### config.mk
export PLATFORM = sky130hd
export DESIGN_NAME = pwm_arm_scheduler
export DESIGN_NICKNAME = d
export VERILOG_FILES = /design/src/rtl/pwm_pkg.sv /design/src/rtl/pwm_carrier.sv /design/src/rtl/pwm_arm_scheduler.sv
export SDC_FILE = /design/constraint.sdc
export NUM_CORES = 1
export LEC_CHECK = 0
export ABC_AREA = 1
export CORE_UTILIZATION = 50
export CTS_BUF_LIST = sky130_fd_sc_hd__clkbuf_4 sky130_fd_sc_hd__clkbuf_8
export CTS_CLUSTER_DIAMETER = 120
export DETAILED_ROUTE_END_ITERATION = 10
export PLACE_DENSITY = 0.71
export SYNTH_ARGS = -nofsm -noshare
export SYNTH_HDL_FRONTEND = slang
export SYNTH_HIERARCHICAL = 1
export SYNTH_SLANG_ARGS = --single-unit
export TNS_END_PERCENT = 20
### constraint.sdc
create_clock -name Clock -period 3 [get_ports Clock]
set_input_delay 0.6 -clock Clock [delete_from_list [all_inputs] [get_ports Clock]]
set_output_delay 0.6 -clock Clock [all_outputs]
set_load 0.01 [all_outputs]
### src/rtl/pwm_pkg.sv
// Shared types and helpers for the centre-aligned PWM arm scheduler.
// Functions work on plain ints so any counter width can reuse them.
package pwm_pkg;

    typedef enum logic [1:0] {
        IDLE  = 2'd0,
        RUN   = 2'd1,
        FAULT = 2'd2
    } state_t;

    // Saturate a requested duty to the half-carrier length (100% on-time).
    function automatic int clamp_duty(input int duty, input int limit);
        return (duty > limit) ? limit : duty;
    endfunction

    // Low bit index of arm k (1-based) inside the packed Duty word.
    function automatic int arm_field(input int k, input int width);
        return (k - 1) * width;
    endfunction

endpackage

### src/rtl/pwm_carrier.sv
// Triangular up/down carrier: 0..Period-1 up, then Period-1..0 down.
// Flags mark the first (start) and last (end) clock of each PWM period.
module pwm_carrier #(
    parameter int  Period = 500,
    localparam int CntW   = $clog2(Period + 1)
) (
    input  logic            clk,
    input  logic            rst,
    input  logic            clear,
    input  logic            run,
    output logic [CntW-1:0] count,
    output logic            period_start,
    output logic            period_end
);

    localparam logic [CntW-1:0] CountMax = CntW'(Period - 1);

    logic dir_down;

    // The turning points repeat their value once, so every count occurs twice per period.
    always_ff @(posedge clk) begin
        if (rst || clear) begin
            count    <= '0;
            dir_down <= 1'b0;
        end else if (run) begin
            if (!dir_down) begin
                if (count == CountMax) begin
                    dir_down <= 1'b1;
                end else begin
                    count <= count + CntW'(1);
                end
            end else begin
                if (count == '0) begin
                    dir_down <= 1'b0;
                end else begin
                    count <= count - CntW'(1);
                end
            end
        end
    end

    assign period_start = (count == '0) && !dir_down;
    assign period_end   = (count == '0) && dir_down;

endmodule

### src/rtl/pwm_arm_scheduler.sv
// Centre-aligned PWM scheduler: carrier, double-buffered duty with valid/ready
// load, run/fault sequencing and registered complementary switch commands.
module pwm_arm_scheduler
    import pwm_pkg::*;
#(
    parameter int  ArmNum = 2,
    parameter int  Period = 500,
    localparam int SWNum  = 2 * ArmNum,
    localparam int CntW   = $clog2(Period + 1)
) (
    input  logic                   Clock,
    input  logic                   Reset,
    input  logic                   Enable,
    input  logic                   Fault,
    input  logic [ArmNum*CntW-1:0] Duty,
    input  logic                   DutyValid,
    output logic                   DutyReady,
    output logic [SWNum:1]         SW,
    output logic                   Sync,
    output logic                   Running,
    output logic                   Tripped
);

    state_t state;
    state_t state_next;

    logic [CntW-1:0] count;
    logic            period_start;
    logic            period_end;
    logic            in_run;
    logic            in_idle;
    logic            carrier_clear;

    logic [CntW-1:0] duty_word   [ArmNum];
    logic [CntW-1:0] shadow_duty [ArmNum];
    logic [CntW-1:0] active_duty [ArmNum];
    logic            shadow_full;
    logic            accept;
    logic            load_active;

    logic [SWNum:1]  sw_next;
    logic            sync_next;

    assign in_run  = (state == RUN);
    assign in_idle = (state == IDLE);

    // Clearing on the transition edge keeps the carrier at 0/up for the whole
    // IDLE/FAULT stay and hands RUN a fresh period start.
    assign carrier_clear = (state_next != RUN);

    pwm_carrier #(
        .Period(Period)
    ) u_carrier (
        .clk          (Clock),
        .rst          (Reset),
        .clear        (carrier_clear),
        .run          (in_run),
        .count        (count),
        .period_start (period_start),
        .period_end   (period_end)
    );

    always_ff @(posedge Clock) begin
        if (Reset) begin
            state <= IDLE;
        end else begin
            state <= state_next;
        end
    end

    always_comb begin
        state_next = state;
        case (state)
            IDLE: begin
                if (Fault) begin
                    state_next = FAULT;
                end else if (Enable) begin
                    state_next = RUN;
                end
            end
            RUN: begin
                if (Fault) begin
                    state_next = FAULT;
                end else if (!Enable && period_end) begin
                    state_next = IDLE;
                end
            end
            FAULT: begin
                // Enable must be dropped before the trip clears: explicit re-arm.
                if (!Fault && !Enable) begin
                    state_next = IDLE;
                end
            end
            default: state_next = IDLE;
        endcase
    end

    // Handshake: a word transfers on any edge where DutyValid and DutyReady are both high.
    assign DutyReady   = ~shadow_full;
    assign accept      = DutyValid & ~shadow_full;
    assign load_active = shadow_full & (in_idle | (in_run & period_end));

    always_comb begin
        for (int k = 0; k < ArmNum; k++) begin
            duty_word[k] = CntW'(clamp_duty(int'(Duty[arm_field(k + 1, CntW) +: CntW]), Period));
        end
    end

    always_ff @(posedge Clock) begin
        if (Reset) begin
            shadow_full <= 1'b0;
            for (int k = 0; k < ArmNum; k++) begin
                shadow_duty[k] <= '0;
                active_duty[k] <= '0;
            end
        end else begin
            if (accept) begin
                shadow_full <= 1'b1;
            end else if (load_active) begin
                shadow_full <= 1'b0;
            end
            for (int k = 0; k < ArmNum; k++) begin
                if (accept) begin
                    shadow_duty[k] <= duty_word[k];
                end
                if (load_active) begin
                    active_duty[k] <= shadow_duty[k];
                end
            end
        end
    end

    // Fault gates the outputs combinationally so the switches drop on the very next edge.
    always_comb begin
        sw_next   = '0;
        sync_next = 1'b0;
        if (in_run && !Fault) begin
            sync_next = period_start;
            for (int k = 0; k < ArmNum; k++) begin
                sw_next[2*k+1] = (count < active_duty[k]);
                sw_next[2*k+2] = ~sw_next[2*k+1];
            end
        end
    end

    always_ff @(posedge Clock) begin
        if (Reset) begin
            SW   <= '0;
            Sync <= 1'b0;
        end else begin
            SW   <= sw_next;
            Sync <= sync_next;
        end
    end

    assign Running = in_run;
    assign Tripped = (state == FAULT);

endmodule

# [Word level (Yosys, flattened, before mapping)]
# Memories as Yosys holds them, arrays and structs flattened.
# Index checks and enable logic that the tools add are counted.
[word_totals] out_inout_bits=8 regBits=18 word_cells=74 ram_bits=36 mem_count=2 inputBits=23
[classes] n_eq_ne=6 n_addsub=2 mux=28 order_cmp=4 bitwise_logic=12 n_reduce_logical=14
[memory_table] memory="active_duty" depth=2 width=9 rd=2 rd_clocked_by_memory_dff=0 write_ports=2 line="pwm_arm_scheduler.sv:36" source="logic [CntW-1:0] active_duty [ArmNum];"
[memory_table] memory="shadow_duty" depth=2 width=9 rd=2 rd_clocked_by_memory_dff=0 write_ports=2 line="pwm_arm_scheduler.sv:35" source="logic [CntW-1:0] shadow_duty [ArmNum];"
[ops] operator="$mux 9" n=9
[ops] operator="$gt 9x9->1 const B" n=2
[ops] operator="$lt 9x9->1" n=2
[ops] operator="$mux 1" n=13
[ops] operator="$mux 2" n=5
[ops] operator="$add 9x1->9 const B" n=1
[ops] operator="$eq 9x9->1 const B" n=1
[ops] operator="$logic_not 9->1" n=1
[ops] operator="$sub 9x1->9 const B" n=1
[ops] operator="$pmux 2 s3" n=1
[ops] operator="$logic_and 1x1->1" n=5
[ops] operator="$or 1x1->1" n=5
[ops] operator="$ne 2x1->1 const B" n=2
[ops] operator="$not 1->1" n=4
[ops] operator="$and 1x1->1" n=3
[ops] operator="$logic_not 1->1" n=3
[ops] operator="$reduce_and 3->1" n=1
[ops] operator="$eq 2x1->1 const B" n=1
[ops] operator="$eq 2x2->1 const B" n=1
[ops] operator="$logic_not 2->1" n=1
[ops] operator="$ne 2x2->1 const B" n=1
[ops] operator="$reduce_bool 2->1" n=1
[ops] operator="$reduce_or 2->1" n=1
[ops] operator="$logic_or 1x1->1" n=1

# [Logic depth before layout (Yosys ltp)]
[depth] word_depth=9 mapped_depth=12 mapped_depth_nobuf=12

# [Cells and area by module]
# Netlist, hierarchy kept.
[by_module_without_submodules] mod="pwm_arm_scheduler" area_each_um2=2342.2 seq_area_each_um2=1241.2 n_inst=1 cells_per_inst=254
[by_module_without_submodules] mod="pwm_carrier" area_each_um2=909.6 seq_area_each_um2=200.2 n_inst=1 cells_per_inst=152

# [Least setup slack after synthesis]
# OpenSTA, ideal clock, no wires.
[synth_path] path_kind="flip-flop to flip-flop" start="reg u_carrier.dir_down" end="mem active_duty[0][0] (netlist name) (enable)" stages_incl_launch_ff=5 slack_ns=0.798 arrival_ns=1.805 synth_period_minus_slack_ns=2.202 path_buffers=0 required_ns=2.603 setup_ns=0.397 cell_sequence="dfxtp_1 > nand3_2 > inv_1 > o21ai_2 > o21ai_1"
[synth_lines] element="from (decl)" line="pwm_carrier.sv:18" source="logic dir_down;"
[synth_lines] element="from (signal assigned)" line="pwm_carrier.sv:24" source="dir_down <= 1'b0;"
[synth_lines] element="from (signal assigned)" line="pwm_carrier.sv:28" source="dir_down <= 1'b1;"
[synth_lines] element="from (signal assigned)" line="pwm_carrier.sv:34" source="dir_down <= 1'b0;"
[synth_lines] element="to (decl)" line="pwm_arm_scheduler.sv:36"

# [Worst setup path after layout]
[layout_path] start="reg state[0]" end="out Running"
[layout_between] elab_chain_cells=1
[layout_lines] element="from (decl)" line="pwm_arm_scheduler.sv:24" source="state_t state;"
[layout_lines] element="from (signal assigned)" line="pwm_arm_scheduler.sv:67" source="state <= state_next;"
[layout_lines] element="$eq 2x1->1" line="pwm_arm_scheduler.sv:44" source="assign in_run = (state == RUN);"
[layout_lines] element="to (decl)" line="pwm_arm_scheduler.sv:20" source="output logic Running,"
# No other way between the ends.

==> results.yml <==
sta:
  min_period_ns: 2.24
  drv_slew: 0
  skew_ns: 0.00351
  setup_viol: 0
  period_share: 0.745
  worst_pin_slew_ns: 0.681
  whs_ns: 0.494
  clock.fmax_mhz: 447
  hold_viol: 0
  fin_ws_ns: 0.764
  rsz0062_at_grt: "no"
  tns_ns: 0
  relSlewSlack: 0.544
cells_and_area:
  drive_gt1_frac: 0.102
  n_antenna_cell: 0
  fin_cells: 520
  final_nets: 489
  syn2layout_area_growth_pct: 14.9
setup_path:
  worstPathRequired_ns: 2.40
  crit_type: "register to primary output"
  critPathArrivalTime_ns: 1.64
  start_kind: "register"
  crit_buf_inv: 2
  cp_cell_sequence: "inv_2 -> nor2_2 -> clkdlybuf4s50_1"
  critical-path-top-delay-family: "buffers and inverters"
  crit_slowest_cell: "clkdlybuf4s50_1"
  critPathCaptureType: "primary output"
  cp_slowest_stage_delay_ns: 0.61
  crit_fanout: 8
route:
  vias: 2405
  routed_via_density: 4.63
  wire_per_inst_um: 10.3
  drt-pass1-iter-count: 4
  drc_errors: 0
  drt-total-wl_um: 5360
  drt_iter0_drc: 92
  final_antenna_net_count: 0
hold_path:
  min_path_type: "register to register"
global_route:
  grt_max_degree: 20
  grt_pass1_wl_um: 9310
  grt_use_total: 0.183
  overflow: 0
  antenna_found_initial: 0
  grt_pass1_vias: 2192
die:
  die-area_mm2: 0.00683
  core_mm2: 0.00631
  die_w_um: 82.6
  die_h_um: 82.6
  row_count: 29
  initial_core_util: 0.515
  ios: 31
yosys:
  synth-edff-count: 36
  synth-seq-cells: 54
  synth_most_common_cell: "nand2_1"
  synthArstFlopShare: 0
  syn_area_mm2: 0.00325
  synth_cells: 406
  netlist-cell-type-count: 30
  netlist.area_leader.share: 0.332
  synth_top_area_cell: "edfxtp_1"
  avgSynthCellArea_um2: 8.01
  yosysWarnings: 6
  synth_fp_nets: 453
  ys_seq_area_frac: 0.443
  synth_commonest_cells: "nand2_1 (97), inv_1 (96), nor2_1 (53), edfxtp_1 (36), ha_1 (23)"
  synth_ff_type: "edfxtp_1"
  synthTopCellsByArea: "edfxtp_1 (33%), nand2_1 (11%), dfxtp_1 (11%), inv_1 (11%), ha_1 (8.8%)"
placed_design:
  gp_congestion: 0.764
  dp_hpwl_um: 4110
  dp.cells: 512
  io_buffer_count: 30
  place_ws_ns: 0.698
flow_run:
  cap_violations: 0
clocking:
  post-cts-setup-buffers: 0
  postCtsHoldBufs: 0
  ctsRootBufferMaster: "clkbuf_8"
  h-tree-depth: 2
  cts_num_sinks: 54
  clkSlewWorstSetupHoldPaths_ns: 0.10
  cts_resized: 0
  cts_tree: "done"
  cts_buffers: 5
  clock_path_buffers: 2
  clkLatencyLatePin_ns: 0.30
power_and_ir_drop:
  power.density_mw_per_mm2: 405
  p_leak_nw: 1.83
  peakVddDrop_uv: 217
status:
  status: "finished clean"
-- cell families (layout without fill, tap and decap cells) --
logic type | count (synthesis) | after routing | share of synthesized area
simple gates | 202 | 202 | 0.292
buf+inv | 103 | 140 | 0.129
flops | 54 | 54 | 0.443
compound gates | 20 | 20 | 0.0335
xor+xnor | 3 | 3 | 0.00808
fa+ha+maj | 24 | 24 | 0.0947
-- metal layers --
metal  GRT usage  vias up  share of wire
met1       0.202     1053           0.44
met2       0.349       40           0.53
li1            -     1308              -
met4      0.0466        0         0.0082
met5           0        -              0
met3      0.0396        4          0.028
-- layout make-up --
cell class / instances / area [µm²]
clock buffers: 6 / 76.3
clock inverters: 2 / 37.5
fillers: 577 / 2580
inverters: 100 / 375
multi-input cells: 249 / 1390
flip-flops and latches: 54 / 1440
well taps: 77 / 96.3
repair buffers: 32 / 315
-- flip-flops by register name, indices dropped and copies added (netlist names) --
name                count
u_carrier/dir_down      1
state                   2
Sync                    1
u_carrier/count         9
shadow_duty            18
SW                      4
shadow_full             1
active_duty            18
-- metrics by stage --
step | util | power [W] | cell area (µm²)
detailed placement | 0.574 | 0.00104 | 3620
global route | 0.592 | 0.00158 | 3730
finish | 0.592 | 0.00151 | 3730
floorplan | - | 0.000978 | 3250
CTS | 0.592 | 0.00152 | 3730
global placement | 0.574 | 0.00103 | 3620
-- cells in the final DEF, fill, tap and decap left out, types with 2 or more instances in the layout --
cell             instances
xnor2_1                  3
nor2_4                  10
nand3_1                 13
ha_1                    23
dfxtp_1                 18
nor3_1                   2
buf_4                    2
inv_1                   96
nand3_2                  2
clkdlybuf4s50_1         30
inv_2                    4
a21oi_1                 14
nand4_1                  3
nor2_2                  15
o21ai_0                  2
nand3b_1                 2
edfxtp_1                36
clkbuf_8                 5
nor2_1                  53
nand2_1                 97
-- worst paths after layout --
| check | start | to | slack, ns | cells past startpoint |
|---|---|---|---|---|
| hold reg to reg | state[0]$_SDFF_PP0_ | state[1]$_SDFF_PP0_ | 0.49 | 1 |
| setup / recovery | state[0]$_SDFF_PP0_ | Running | 0.76 | 3 |
| hold / removal | state[0]$_SDFF_PP0_ | state[1]$_SDFF_PP0_ | 0.49 | 1 |
| setup reg to reg | u_carrier/count[3]$_SDFFE_PP0P_ | u_carrier/dir_down$_SDFFE_PP0P_ | 0.89 | 11 |
-- power breakdown --
group | internal, W | total [W] | switching (W)
clock | 0.000258 | 0.000495 | 0.000236
combinational | 0.0000685 | 0.000167 | 0.0000982
sequential | 0.000838 | 0.000850 | 0.0000124
(Power assumes the default switching activity.)
